===== src/rtl/kmx_pkg.sv =====
// kmx_pkg: shared types and helpers for the key-matrix scanner.
//   kmx_phase_t : sequencer phase (blanking gap or column strobe)
//   kmx_evt_t   : one press/release event as stored in the event FIFO
//   clog2       : ceiling log2, usable in parameter/port width expressions
package kmx_pkg;

    typedef enum logic {
        PH_BLANK = 1'b0,
        PH_SCAN  = 1'b1
    } kmx_phase_t;

    // Widest key index an event can carry; the top trims to its own width.
    localparam int KMX_CODE_MAX_W = 16;

    typedef struct packed {
        logic [KMX_CODE_MAX_W-1:0] code;
        logic                      press;
    } kmx_evt_t;

    // ceil(log2(value)); clog2(1) = 0.
    function automatic int clog2(input int value);
        int r;
        int v;
        r = 0;
        v = value - 1;
        while (v > 0) begin
            r = r + 1;
            v = v >> 1;
        end
        return r;
    endfunction

endpackage


===== src/rtl/kmx_evt_fifo.sv =====
// kmx_evt_fifo: synchronous show-ahead FIFO.
//   clk, rst_n : clock, asynchronous active-low reset (pointers and storage cleared)
//   push, din  : write request and data; accepted when not full, or when full
//                and a pop happens in the same cycle
//   pop        : read request; ignored when empty
//   dout       : head entry, valid whenever empty is low (show-ahead)
//   full/empty : occupancy flags
module kmx_evt_fifo
    import kmx_pkg::*;
#(
    parameter int WIDTH = 17,
    parameter int DEPTH = 8
) (
    input  logic             clk,
    input  logic             rst_n,
    input  logic             push,
    input  logic [WIDTH-1:0] din,
    input  logic             pop,
    output logic [WIDTH-1:0] dout,
    output logic             full,
    output logic             empty
);

    localparam int AW = (clog2(DEPTH) < 1) ? 1 : clog2(DEPTH);
    localparam logic [AW:0] PTR_ONE = (AW + 1)'(1);

    logic [WIDTH-1:0] mem_q [DEPTH];
    // One extra pointer bit distinguishes full from empty.
    logic [AW:0]      wr_ptr_q;
    logic [AW:0]      rd_ptr_q;
    logic             do_push;
    logic             do_pop;

    assign empty   = (wr_ptr_q == rd_ptr_q);
    assign full    = (wr_ptr_q[AW] != rd_ptr_q[AW]) &&
                     (wr_ptr_q[AW-1:0] == rd_ptr_q[AW-1:0]);
    assign do_pop  = pop && !empty;
    // When full, a simultaneous pop frees the slot being written.
    assign do_push = push && (!full || do_pop);
    assign dout    = mem_q[rd_ptr_q[AW-1:0]];

    always_ff @(posedge clk or negedge rst_n) begin
        if (!rst_n) begin
            wr_ptr_q <= '0;
            rd_ptr_q <= '0;
            for (int i = 0; i < DEPTH; i++) begin
                mem_q[i] <= '0;
            end
        end else begin
            if (do_push) begin
                mem_q[wr_ptr_q[AW-1:0]] <= din;
                wr_ptr_q                <= wr_ptr_q + PTR_ONE;
            end
            if (do_pop) begin
                rd_ptr_q <= rd_ptr_q + PTR_ONE;
            end
        end
    end

endmodule


===== src/rtl/kmx_scanner.sv =====
// kmx_scanner: parametrised key-matrix scanner.
//   clk, rst_n   : 25 MHz clock, asynchronous active-low reset
//   scan_en      : 1 runs the column sequencer, 0 parks it in blanking
//   col_data     : raw (asynchronous) row inputs
//   col_power    : registered one-hot column strobe, all-zero while blanking
//   data         : debounced key state, column c in bits [c*ROWS +: ROWS]
//   evt_*        : buffered press/release event stream (see handshake note)
//   evt_overflow : sticky flag, an event was dropped on a full FIFO
//   ovf_clr      : clears evt_overflow (a same-cycle set wins)
//
// Event handshake: evt_valid is high while the FIFO holds an event; an event
// is consumed on any clock edge where evt_valid && evt_ready. While
// evt_valid && !evt_ready, evt_code/evt_press stay unchanged.
module kmx_scanner
    import kmx_pkg::*;
#(
    parameter int COLS           = 3,
    parameter int ROWS           = 4,
    parameter int SCAN_CNT       = 25000,
    parameter int BLANK_CNT      = 250,
    parameter int DEBOUNCE       = 4,
    parameter int FIFO_DEPTH     = 8,
    parameter int ROW_ACTIVE_LOW = 0
) (
    input  logic                          clk,
    input  logic                          rst_n,
    input  logic                          scan_en,
    input  logic [ROWS-1:0]               col_data,
    output logic [COLS-1:0]               col_power,
    output logic [COLS*ROWS-1:0]          data,
    output logic                          evt_valid,
    input  logic                          evt_ready,
    output logic [clog2(COLS*ROWS)-1:0]   evt_code,
    output logic                          evt_press,
    output logic                          evt_overflow,
    input  logic                          ovf_clr
);

    localparam int KEYS    = COLS * ROWS;
    localparam int CNT_MAX = (SCAN_CNT > BLANK_CNT) ? SCAN_CNT : BLANK_CNT;
    localparam int CNT_W   = (clog2(CNT_MAX) < 1) ? 1 : clog2(CNT_MAX);
    localparam int COL_W   = (clog2(COLS) < 1) ? 1 : clog2(COLS);
    localparam int DB_W    = (clog2(DEBOUNCE) < 1) ? 1 : clog2(DEBOUNCE);
    localparam int ROW_W   = (clog2(ROWS) < 1) ? 1 : clog2(ROWS);
    localparam int CODE_W  = clog2(KEYS);

    localparam logic [CNT_W-1:0] SCAN_LAST  = CNT_W'(SCAN_CNT - 1);
    localparam logic [CNT_W-1:0] BLANK_LAST = CNT_W'(BLANK_CNT - 1);
    localparam logic [COL_W-1:0] COL_LAST   = COL_W'(COLS - 1);
    localparam logic [DB_W-1:0]  DB_LAST    = DB_W'(DEBOUNCE - 1);
    localparam logic [ROWS-1:0]  ROW_IDLE   = (ROW_ACTIVE_LOW != 0) ? '1 : '0;

    generate
        if (BLANK_CNT < ROWS + 1) begin : g_bad_blank
            $error("kmx_scanner: BLANK_CNT must be at least ROWS+1");
        end
        if ((FIFO_DEPTH < 2) || ((FIFO_DEPTH & (FIFO_DEPTH - 1)) != 0)) begin : g_bad_depth
            $error("kmx_scanner: FIFO_DEPTH must be a power of two >= 2");
        end
    endgenerate

    // ---------------- column sequencer ----------------
    kmx_phase_t       phase_q, phase_d;
    logic [CNT_W-1:0] cnt_q, cnt_d;
    logic [COL_W-1:0] col_q, col_d;
    logic [COLS-1:0]  col_pw_d;

    always_comb begin
        phase_d = phase_q;
        cnt_d   = cnt_q + CNT_W'(1);
        col_d   = col_q;
        if (!scan_en) begin
            // Parked: re-enabling restarts with a full blanking gap, then col0.
            phase_d = PH_BLANK;
            cnt_d   = '0;
            col_d   = '0;
        end else if (phase_q == PH_BLANK) begin
            if (cnt_q == BLANK_LAST) begin
                phase_d = PH_SCAN;
                cnt_d   = '0;
            end
        end else if (cnt_q == SCAN_LAST) begin
            phase_d = PH_BLANK;
            cnt_d   = '0;
            col_d   = (col_q == COL_LAST) ? '0 : col_q + COL_W'(1);
        end
    end

    // Strobe is registered from the next state so it tracks phase_q exactly.
    always_comb begin
        col_pw_d = '0;
        if (phase_d == PH_SCAN) begin
            col_pw_d[col_d] = 1'b1;
        end
    end

    always_ff @(posedge clk or negedge rst_n) begin
        if (!rst_n) begin
            phase_q   <= PH_BLANK;
            cnt_q     <= '0;
            col_q     <= '0;
            col_power <= '0;
        end else begin
            phase_q   <= phase_d;
            cnt_q     <= cnt_d;
            col_q     <= col_d;
            col_power <= col_pw_d;
        end
    end

    // ---------------- row synchroniser ----------------
    logic [ROWS-1:0] row_s1_q, row_s2_q, row_v;

    always_ff @(posedge clk or negedge rst_n) begin
        if (!rst_n) begin
            row_s1_q <= ROW_IDLE;
            row_s2_q <= ROW_IDLE;
        end else begin
            row_s1_q <= col_data;
            row_s2_q <= row_s1_q;
        end
    end

    assign row_v = (ROW_ACTIVE_LOW != 0) ? ~row_s2_q : row_s2_q;

    // ---------------- debounce array ----------------
    // The sample is the synchronised row value on the last strobe cycle; the
    // update lands on that cycle's closing edge so data changes one cycle later.
    logic            sample_now;
    logic [KEYS-1:0] state_q, state_d;
    logic [DB_W-1:0] db_q [KEYS];
    logic [DB_W-1:0] db_d [KEYS];
    logic [ROWS-1:0] chg_d;

    assign sample_now = scan_en && (phase_q == PH_SCAN) && (cnt_q == SCAN_LAST);

    always_comb begin
        int k;
        k       = 0;
        state_d = state_q;
        chg_d   = '0;
        for (int i = 0; i < KEYS; i++) begin
            db_d[i] = db_q[i];
        end
        if (sample_now) begin
            for (int r = 0; r < ROWS; r++) begin
                k = int'(col_q) * ROWS + r;
                if (row_v[r] == state_q[k]) begin
                    db_d[k] = '0;
                end else if (db_q[k] == DB_LAST) begin
                    state_d[k] = row_v[r];
                    db_d[k]    = '0;
                    chg_d[r]   = 1'b1;
                end else begin
                    db_d[k] = db_q[k] + DB_W'(1);
                end
            end
        end
    end

    always_ff @(posedge clk or negedge rst_n) begin
        if (!rst_n) begin
            state_q <= '0;
            for (int i = 0; i < KEYS; i++) begin
                db_q[i] <= '0;
            end
        end else begin
            state_q <= state_d;
            for (int i = 0; i < KEYS; i++) begin
                db_q[i] <= db_d[i];
            end
        end
    end

    assign data = state_q;

    // ---------------- event serialiser ----------------
    // pend_q holds the changed mask for one cycle, then it moves into
    // ser_mask_q which emits its lowest set row each cycle until empty.
    logic [ROWS-1:0]   pend_q, ser_mask_q;
    logic [COL_W-1:0]  pend_col_q, ser_col_q;
    logic [ROW_W-1:0]  ser_row;
    logic              ser_hit;
    logic [CODE_W-1:0] evt_idx;
    kmx_evt_t          evt_in, evt_out;

    always_comb begin
        ser_row = '0;
        ser_hit = 1'b0;
        for (int r = ROWS - 1; r >= 0; r--) begin
            if (ser_mask_q[r]) begin
                ser_row = ROW_W'(r);
                ser_hit = 1'b1;
            end
        end
    end

    always_ff @(posedge clk or negedge rst_n) begin
        if (!rst_n) begin
            pend_q     <= '0;
            pend_col_q <= '0;
            ser_mask_q <= '0;
            ser_col_q  <= '0;
        end else begin
            if (sample_now) begin
                pend_q     <= chg_d;
                pend_col_q <= col_q;
            end else begin
                pend_q <= '0;
            end
            if (|pend_q) begin
                ser_mask_q <= pend_q;
                ser_col_q  <= pend_col_q;
            end else if (ser_hit) begin
                ser_mask_q[ser_row] <= 1'b0;
            end
        end
    end

    assign evt_idx      = CODE_W'(int'(ser_col_q) * ROWS + int'(ser_row));
    assign evt_in.code  = KMX_CODE_MAX_W'(evt_idx);
    assign evt_in.press = state_q[evt_idx];

    // ---------------- event FIFO and overflow flag ----------------
    logic fifo_full, fifo_empty, fifo_pop, ovf_set;
    logic unused_evt_bits;

    kmx_evt_fifo #(
        .WIDTH ($bits(kmx_evt_t)),
        .DEPTH (FIFO_DEPTH)
    ) u_fifo (
        .clk   (clk),
        .rst_n (rst_n),
        .push  (ser_hit),
        .din   (evt_in),
        .pop   (fifo_pop),
        .dout  (evt_out),
        .full  (fifo_full),
        .empty (fifo_empty)
    );

    assign evt_valid       = !fifo_empty;
    assign fifo_pop        = evt_valid && evt_ready;
    assign evt_code        = evt_out.code[CODE_W-1:0];
    assign evt_press       = evt_out.press;
    assign unused_evt_bits = ^evt_out.code;
    assign ovf_set         = ser_hit && fifo_full && !fifo_pop;

    always_ff @(posedge clk or negedge rst_n) begin
        if (!rst_n) begin
            evt_overflow <= 1'b0;
        end else if (ovf_set) begin
            evt_overflow <= 1'b1;
        end else if (ovf_clr) begin
            evt_overflow <= 1'b0;
        end
    end

endmodule


===== config.mk =====
export PLATFORM = sky130hd
export DESIGN_NAME = kmx_scanner
export DESIGN_NICKNAME = d
export VERILOG_FILES = /design/src/rtl/kmx_pkg.sv /design/src/rtl/kmx_evt_fifo.sv /design/src/rtl/kmx_scanner.sv
export SDC_FILE = /design/constraint.sdc
export NUM_CORES = 1
export LEC_CHECK = 0
export ABC_AREA = 1
export CAP_MARGIN = 20
export CORE_MARGIN = 3
export CORE_UTILIZATION = 59
export CTS_CLUSTER_SIZE = 30
export DETAILED_ROUTE_END_ITERATION = 8
export PLACE_DENSITY_LB_ADDON = 0.25
export SETUP_SLACK_MARGIN = 0.15
export SYNTH_ARGS = -nofsm -noshare
export SYNTH_HDL_FRONTEND = slang
export SYNTH_SLANG_ARGS = --single-unit

===== constraint.sdc =====
create_clock -name clk -period 5.49 [get_ports clk]
set_input_delay 1.098 -clock clk [delete_from_list [all_inputs] [get_ports clk]]
set_output_delay 1.098 -clock clk [all_outputs]
set_load 0.05 [all_outputs]

==> results of run 1 <==
registers in the layout (all words and copies together), names as in the netlist, 3 cells and up:
| name | flops |
|---|---|
| db_q | 24 |
| u_fifo.mem_q | 40 |
| cnt_q | 15 |
| row_s1_q | 4 |
| u_fifo.rd_ptr_q | 4 |
| pend_q | 4 |
| col_power | 3 |
| u_fifo.wr_ptr_q | 4 |
| data | 12 |
| row_s2_q | 4 |
| ser_mask_q | 4 |
power by group through the flow:
stage                     registers (mW)  clock network [mW]  logic [mW]
after floorplan                    0.982                   0       0.355
after global placement              1.03                   0       0.426
after detailed placement            1.03                   0       0.439
after CTS                           1.01                1.06       0.441
after global routing                1.02                1.10       0.485
final                               1.01                1.04       0.440
metal layers:
metal | GRT usage | up-vias | routed length, µm
li1 | - | 2557 | -
met1 | 0.347 | 2516 | 6020
met2 | 0.432 | 191 | 6960
met3 | 0.0639 | 32 | 883
met4 | 0.135 | 0 | 493
met5 | 0 | - | 0
per-stage QoR:
step	worst slack, ns	power (mW)
floorplan	2.94	1.34
global route	1.08	2.61
CTS	1.30	2.51
finish	1.33	2.50
global placement	1.98	1.45
detailed placement	1.90	1.47
cells in the final DEF, fill, tap and decap left out, types with 4 or more instances in the layout:
cell type	count
sky130_fd_sc_hd__nor2_2	6
sky130_fd_sc_hd__dfrtp_1	126
sky130_fd_sc_hd__nor2_1	82
sky130_fd_sc_hd__nand2_2	4
sky130_fd_sc_hd__xor2_1	9
sky130_fd_sc_hd__a21oi_1	11
sky130_fd_sc_hd__and3_1	4
sky130_fd_sc_hd__nand2_1	248
sky130_fd_sc_hd__clkdlybuf4s50_1	29
sky130_fd_sc_hd__o32ai_1	10
sky130_fd_sc_hd__clkbuf_16	16
sky130_fd_sc_hd__nand4_1	16
sky130_fd_sc_hd__o21ai_1	11
sky130_fd_sc_hd__xnor2_1	5
sky130_fd_sc_hd__nor3_1	11
sky130_fd_sc_hd__nand3_1	44
sky130_fd_sc_hd__ha_1	8
sky130_fd_sc_hd__inv_1	77
sky130_fd_sc_hd__clkinv_2	4
sky130_fd_sc_hd__nand3_2	5
sky130_fd_sc_hd__o21ai_0	50
worst paths after layout:
kind,start,end,depth (start not counted)
min reg2reg,row_s1_q[2],row_s2_q[2],0
max reg2reg,col_q[1],data[7],8
min,row_s1_q[2],row_s2_q[2],0
max,u_fifo.rd_ptr_q[0],evt_code[2],6
max in group asynchronous,rst_n,u_fifo.mem_q[37],3
min in group asynchronous,rst_n,u_fifo.wr_ptr_q[2],1
kinds of logic (layout without fill, tap and decap cells):
logic type	count (synthesis)	after routing	synth area share
simple gates	431	431	0.304
flops	126	126	0.510
compound gates	91	91	0.0830
buf+inv	99	143	0.0664
fa+ha+maj	8	8	0.0162
xor+xnor	14	14	0.0198
synth_stat cells:
master                       n
sky130_fd_sc_hd__nor2_1     82
sky130_fd_sc_hd__nand2_4     1
sky130_fd_sc_hd__o22ai_1     3
sky130_fd_sc_hd__a21oi_1    11
sky130_fd_sc_hd__xor2_1      9
sky130_fd_sc_hd__a31o_2      1
sky130_fd_sc_hd__buf_1       1
sky130_fd_sc_hd__clkbuf_1    6
sky130_fd_sc_hd__nand2_1   248
sky130_fd_sc_hd__nor4_1      1
sky130_fd_sc_hd__ha_1        8
sky130_fd_sc_hd__nand4_1    16
sky130_fd_sc_hd__nand3_2     5
sky130_fd_sc_hd__clkinv_1    1
sky130_fd_sc_hd__o21bai_1    1
sky130_fd_sc_hd__inv_1      77
sky130_fd_sc_hd__nor3_4      1
sky130_fd_sc_hd__nor2_4      3
sky130_fd_sc_hd__nand3_1    44
sky130_fd_sc_hd__and3_1      4
sky130_fd_sc_hd__o32ai_1    10
sky130_fd_sc_hd__o21ai_1    11
sky130_fd_sc_hd__nor2_2      6
sky130_fd_sc_hd__nand3_4     1
sky130_fd_sc_hd__a22oi_1     1
sky130_fd_sc_hd__inv_2       3
sky130_fd_sc_hd__buf_4       2
sky130_fd_sc_hd__o31ai_1     2
sky130_fd_sc_hd__nor3_1     11
sky130_fd_sc_hd__o21a_1      1
sky130_fd_sc_hd__nand2_2     4
sky130_fd_sc_hd__dfrtp_1   126
sky130_fd_sc_hd__inv_4       1
sky130_fd_sc_hd__o21ai_0    50
sky130_fd_sc_hd__buf_2       5
sky130_fd_sc_hd__xnor2_1     5
sky130_fd_sc_hd__buf_6       3
sky130_fd_sc_hd__nor2_8      1
sky130_fd_sc_hd__nor3b_1     3
worst max-delay path: stages (launching register included):
cell	delay [ns]
sky130_fd_sc_hd__dfrtp_1	0.64
sky130_fd_sc_hd__inv_1	0.58
sky130_fd_sc_hd__nor2_1	0.09
sky130_fd_sc_hd__o32ai_1	0.28
sky130_fd_sc_hd__nand2_1	0.09
sky130_fd_sc_hd__nand2_1	0.06
sky130_fd_sc_hd__clkdlybuf4s50_1	0.79
area by class of cell:
type,count,area [µm²]
Fill cell,804,2830
Clock inverter,11,121
Multi-Input combinational cell,544,2620
Inverter,82,310
Sequential cell,126,3150
Timing Repair Buffer,32,333
Tap cell,133,166
Clock buffer,18,428
==> key figures, run 1 <==
Synthesis
  – Total number of yosys warnings: 0
  – Leading area contributor after synthesis: sky130_fd_sc_hd__dfrtp_1
  – Register area share after synthesis: 0.510
  – Number of distinct library cells after synthesis: 39
  – Post-synthesis cell count: 769
  – Fraction of post-synthesis cell area in the top cell type by area: 0.510
  – Avg Cell Area, Syn: roughly 8.0 µm²
  – Syn nets: 786
  – FF+latch count, synth: 126
  – Cell types with the largest area share after synthesis: sky130_fd_sc_hd__dfrtp_1, sky130_fd_sc_hd__nand2_1, sky130_fd_sc_hd__nor2_1, sky130_fd_sc_hd__inv_1, sky130_fd_sc_hd__o21ai_0
  – Post-synth design cell area: 6180 µm²

Placed design
  – Placed wire-length estimate after detailed placement: 9870 µm
  – Placed cell count: 916
  – Placer congestion estimate: approximately 0.9
  – Quantity of I/O buffers inserted on ports: 30
  – Placement Cell Area: around 6600 µm²

Floorplan
  – Standard cell core area: approximately 10000 µm²
  – Full die area: 11,700 µm²
  – Standard-cell row count: 36
  – Width of the die: 108 µm
  – Starting density of the core: 0.621
  – Count of pins on the block boundary: 31
  – Y dimension of the die: 108 µm

Timing
  – RSZ-0062 raised after global routing: no
  – Hold Worst Slack: 0.348 ns
  – Final setup TNS: 0 ns
  – Time the worst path needs with I/O delays and setup: between 4 and 5 ns
  – Final worst clock skew: between 0.01 and 0.015 ns
  – Final number of max-transition violations: 0
  – Final period utilization: 0.758
  – Measured slew at the worst slew-check pin: just under 1 ns
  – Maximum clock rate: 240 MHz
  – Max transition margin: 0.338
  – Number of hold violations in the final report: 0
  – Final setup violation count: 0

Power and ir drop
  – Fraction of power consumed by sequential logic: 0.406
  – Internal power summed over all cells: 1.75 mW
  – Combinational cell fraction of total power: 0.176
  – Power density over the cells: 350 nW/µm²
  – Switch share: 0.298
  – Worst-case vdd ir drop: 0.360 mV
  – Clock network power share: 0.418
  – Static leakage: 3.64 nW
  – Switching power: about 0.74 mW

Routing
  – Number of DRC markers in iteration 0: 376
  – Final routed wirelength across all metal layers: 14,400 µm
  – DR vias: 5,296
  – Post-detailed-route via-to-cell ratio: between 5 and 6
  – Antenna-violating nets left: 0
  – Count of unresolved DRC violations after routing: 0
  – Detail-routed net length per standard cell: ~15 µm
  – Detailed-router iteration count before antenna repair: 5

Finish
  – Number of antenna cells inserted: 0
  – Final cell count without fillers: 946
  – Fin util: 0.716
  – Total non-filler cell area in the finished layout: 7130 µm²
  – Net count reported at finish: just over 800
  – Share of final-layout standard cells stronger than drive strength 1: 0.0726
  – Layout area overhead: 15.4%

Min path
  – Path type of the worst min-delay path: register to register

Clock network
  – Cts-stage hold buffer count: 0
  – Number of buffers between clock root and the deepest sink: 2
  – Total of cells resized after clock tree synthesis: 0
  – Post-CTS setup buffer count: 0
  – Maximum level of the CTS H-tree: 4
  – Clock tree root buffer cell: sky130_fd_sc_hd__clkbuf_8
  – Cts bufs inserted: 17
  – TritonCTS clock tree: done
  – Clock input transition at the sequential cells of the worst setup and hold paths: roughly 0.05 ns
  – Clock tree sinks: 126
  – Clk_lat worst skew: 0.53 ns

Run status
  – Status: finished clean

Global routing
  – First-pass GRT wire length: 24,400 µm
  – Antenna violations before repair: 0
  – Vias in the first global route: 5,120
  – Total grt overflow: 0
  – Maximum number of pins on one net before global-route repair: 83
  – Overall track demand over capacity in global routing: 0.270

Setup path
  – Critical Path Start Type: register
  – Kind of critical path: register to output port
  – Max FO, Critical Path: 24
  – Data arrival, critical path: 3.06 ns
  – Setup crit end kind: output port
  – Critical Path RT: 4.39 ns
  – Reg2reg setup slack: 2.95 ns

Flow run
  – Max-cap viol count: 0
No activity file was read; power rests on OpenSTA's default activity.
==> run 2: changes to the inputs <==
Clock period 5.49 ns to 3.98 ns, I/O delays scaled along.
==> run 2 against run 1 <==
  * Combinational power rose by 48%
  * Via count grew 1.2%
  * Cell area rose by 1.3%
  * Worst setup slack worse by 0.91 ns
  * Non-clock buffer count is 2 higher
  * Global-route usage grew 1.2 points
  * Final cell count up 0.53%
  * Clock power grew 61%
  * Largest cell class unchanged
  * Highest routed layer unchanged
==> key figures, run 2 (synthesized netlist as in run 1, its figures left out) <==
Routing
  – Detail-routed net length per standard cell: 15.8 µm
  – Antenna-violating nets left: 0
  – Detailed-router iteration count before antenna repair: 5
  – Number of DRC markers in iteration 0: ~480
  – DR vias: 5,358
  – Count of unresolved DRC violations after routing: 0
  – Post-detailed-route via-to-cell ratio: around 5.6
  – Final routed wirelength across all metal layers: 15,000 µm

Global routing
  – Vias in the first global route: 5,223
  – Antenna violations before repair: 0
  – Overall track demand over capacity in global routing: 0.282
  – First-pass GRT wire length: ~25,000 µm
  – Total grt overflow: 0
  – Maximum number of pins on one net before global-route repair: between 70 and 80

Finish
  – Total non-filler cell area in the finished layout: 7220 µm²
  – Number of antenna cells inserted: 0
  – Commonest cells after routing, fill and taps aside: sky130_fd_sc_hd__nand2_1, sky130_fd_sc_hd__dfrtp_1, sky130_fd_sc_hd__nor2_1, sky130_fd_sc_hd__inv_1, sky130_fd_sc_hd__o21ai_0
  – Layout area overhead: 16.9%
  – Flip-flop count of the largest register, all copies and words added: 40
  – Share of final-layout standard cells stronger than drive strength 1: 0.0770
  – Most flop-heavy register: u_fifo.mem_q
  – Commonest non-fill, non-tap cell in the layout: sky130_fd_sc_hd__nand2_1
  – Top flop regs: u_fifo.mem_q: 40 flops, db_q: 24 flops, cnt_q: 15 flops
  – Net count reported at finish: 822

Clock network
  – Post-CTS setup buffer count: 0
  – Clock tree sinks: 126
  – Maximum level of the CTS H-tree: 4
  – Cts-stage hold buffer count: 0
  – Number of buffers between clock root and the deepest sink: 2
  – TritonCTS clock tree: done
  – Total of cells resized after clock tree synthesis: 0
  – Clock input transition at the sequential cells of the worst setup and hold paths: 0.06 ns
  – Cts bufs inserted: 17
  – Clock tree root buffer cell: sky130_fd_sc_hd__clkbuf_8
  – Clk_lat worst skew: 0.54 ns

Timing
  – Final setup TNS: 0 ns
  – RSZ-0062 raised after global routing: no
  – Final period utilization: 0.895
  – Max transition margin: 0.336
  – Least setup slack across all paths after layout: 0.418 ns
  – Final worst clock skew: 0.00721 ns
  – Final setup violation count: 0
  – Hold Worst Slack: 0.346 ns
  – Measured slew at the worst slew-check pin: 0.995 ns
  – Number of hold violations in the final report: 0
  – Final number of max-transition violations: 0
  – Time the worst path needs with I/O delays and setup: 3.56 ns
  – Maximum clock rate: 281 MHz

Placed design
  – Placer congestion estimate: 0.903
  – Placed wire-length estimate after detailed placement: 10,200 µm
  – Placement Cell Area: 6590 µm²
  – Post-Place Worst Slack: between 1 and 1.5 ns
  – Quantity of I/O buffers inserted on ports: 30

Power and ir drop
  – Static leakage: 3.69 nW
  – Power density over the cells: slightly above 500 nW/µm²
  – Worst-case vdd ir drop: approximately 0.43 mV
  – Final Total Pwr: around 3.7 mW

Floorplan
  – Standard-cell row count: 36
  – Starting density of the core: 0.621
  – Standard cell core area: about 10000 µm²
  – Y dimension of the die: 108 µm
  – Count of pins on the block boundary: 31
  – Width of the die: 108 µm
  – Full die area: 11,700 µm²

Setup path
  – Setup crit end kind: output port
  – Peak per-stage delay on the critical path: 0.80 ns
  – Family with the most delay on the worst path: buffers and inverters
  – Data arrival, critical path: roughly 2.8 ns
  – Most Frequent Cell on Critical Path: sky130_fd_sc_hd__nand2_1
  – Cells along the critical path: inv_1 > nor2_1 > o32ai_1 > nand2_1 > nand2_1 > clkdlybuf4s50_1
  – Critical Path Start Type: register
  – Slowest cell on the critical path: sky130_fd_sc_hd__clkdlybuf4s50_1
  – Kind of critical path: register to output port
  – Max FO, Critical Path: 21
  – Critical Path RT: 3.18 ns
  – Critical path buffer and inverter count: 2

Run status
  – Status: finished clean

Flow run
  – Max-cap viol count: 0

Min path
  – Path type of the worst min-delay path: register to register
## run 2: changes by cell type in the layout (fill, tap and decap cells not counted), sizes merged
cell    change
buf         +2
bufinv      +3
clkbuf      +2
clkinv      -2
## run 2: worst paths after layout
path	cells past startpoint	to	slack (ns)	from
max in group asynchronous	2	row_s2_q[0]	2.73	rst_n
max reg2reg	11	data[7]	1.64	col_q[0]
max	6	evt_code[2]	0.42	u_fifo.rd_ptr_q[0]
min	0	row_s2_q[3]	0.35	row_s1_q[3]
min reg2reg	0	row_s2_q[3]	0.35	row_s1_q[3]
min in group asynchronous	1	u_fifo.rd_ptr_q[2]	0.41	rst_n
## run 2: final cells by class
cell class / instances / area [µm²]
clock buffer: 20 / 445
tap: 133 / 166
inverter: 82 / 310
sequential: 126 / 3150
timing repair buffer: 34 / 340
fill: 783 / 2730
multi-input combinational: 544 / 2620
clock inverter: 12 / 190
## run 2: layer usage
| metal | track usage | part of all wire |
|---|---|---|
| met3 | 0.0555 | 0.059 |
| met4 | 0.137 | 0.032 |
| met2 | 0.464 | 0.49 |
| met1 | 0.360 | 0.42 |
| met5 | 0 | 0 |
## run 2: power by group
part	total (mW)	switching (mW)	internal (mW)
logic	0.650	0.430	0.221
clock network	1.67	0.563	1.11
registers	1.37	0.0594	1.31
## run 2: stage by stage
stage	utilization	cells
2_1_floorplan	-	769
4_1_cts	0.725	951
6_report	0.725	951
3_5_place_dp	0.662	919
5_1_grt	0.725	951
3_3_place_gp	0.662	919
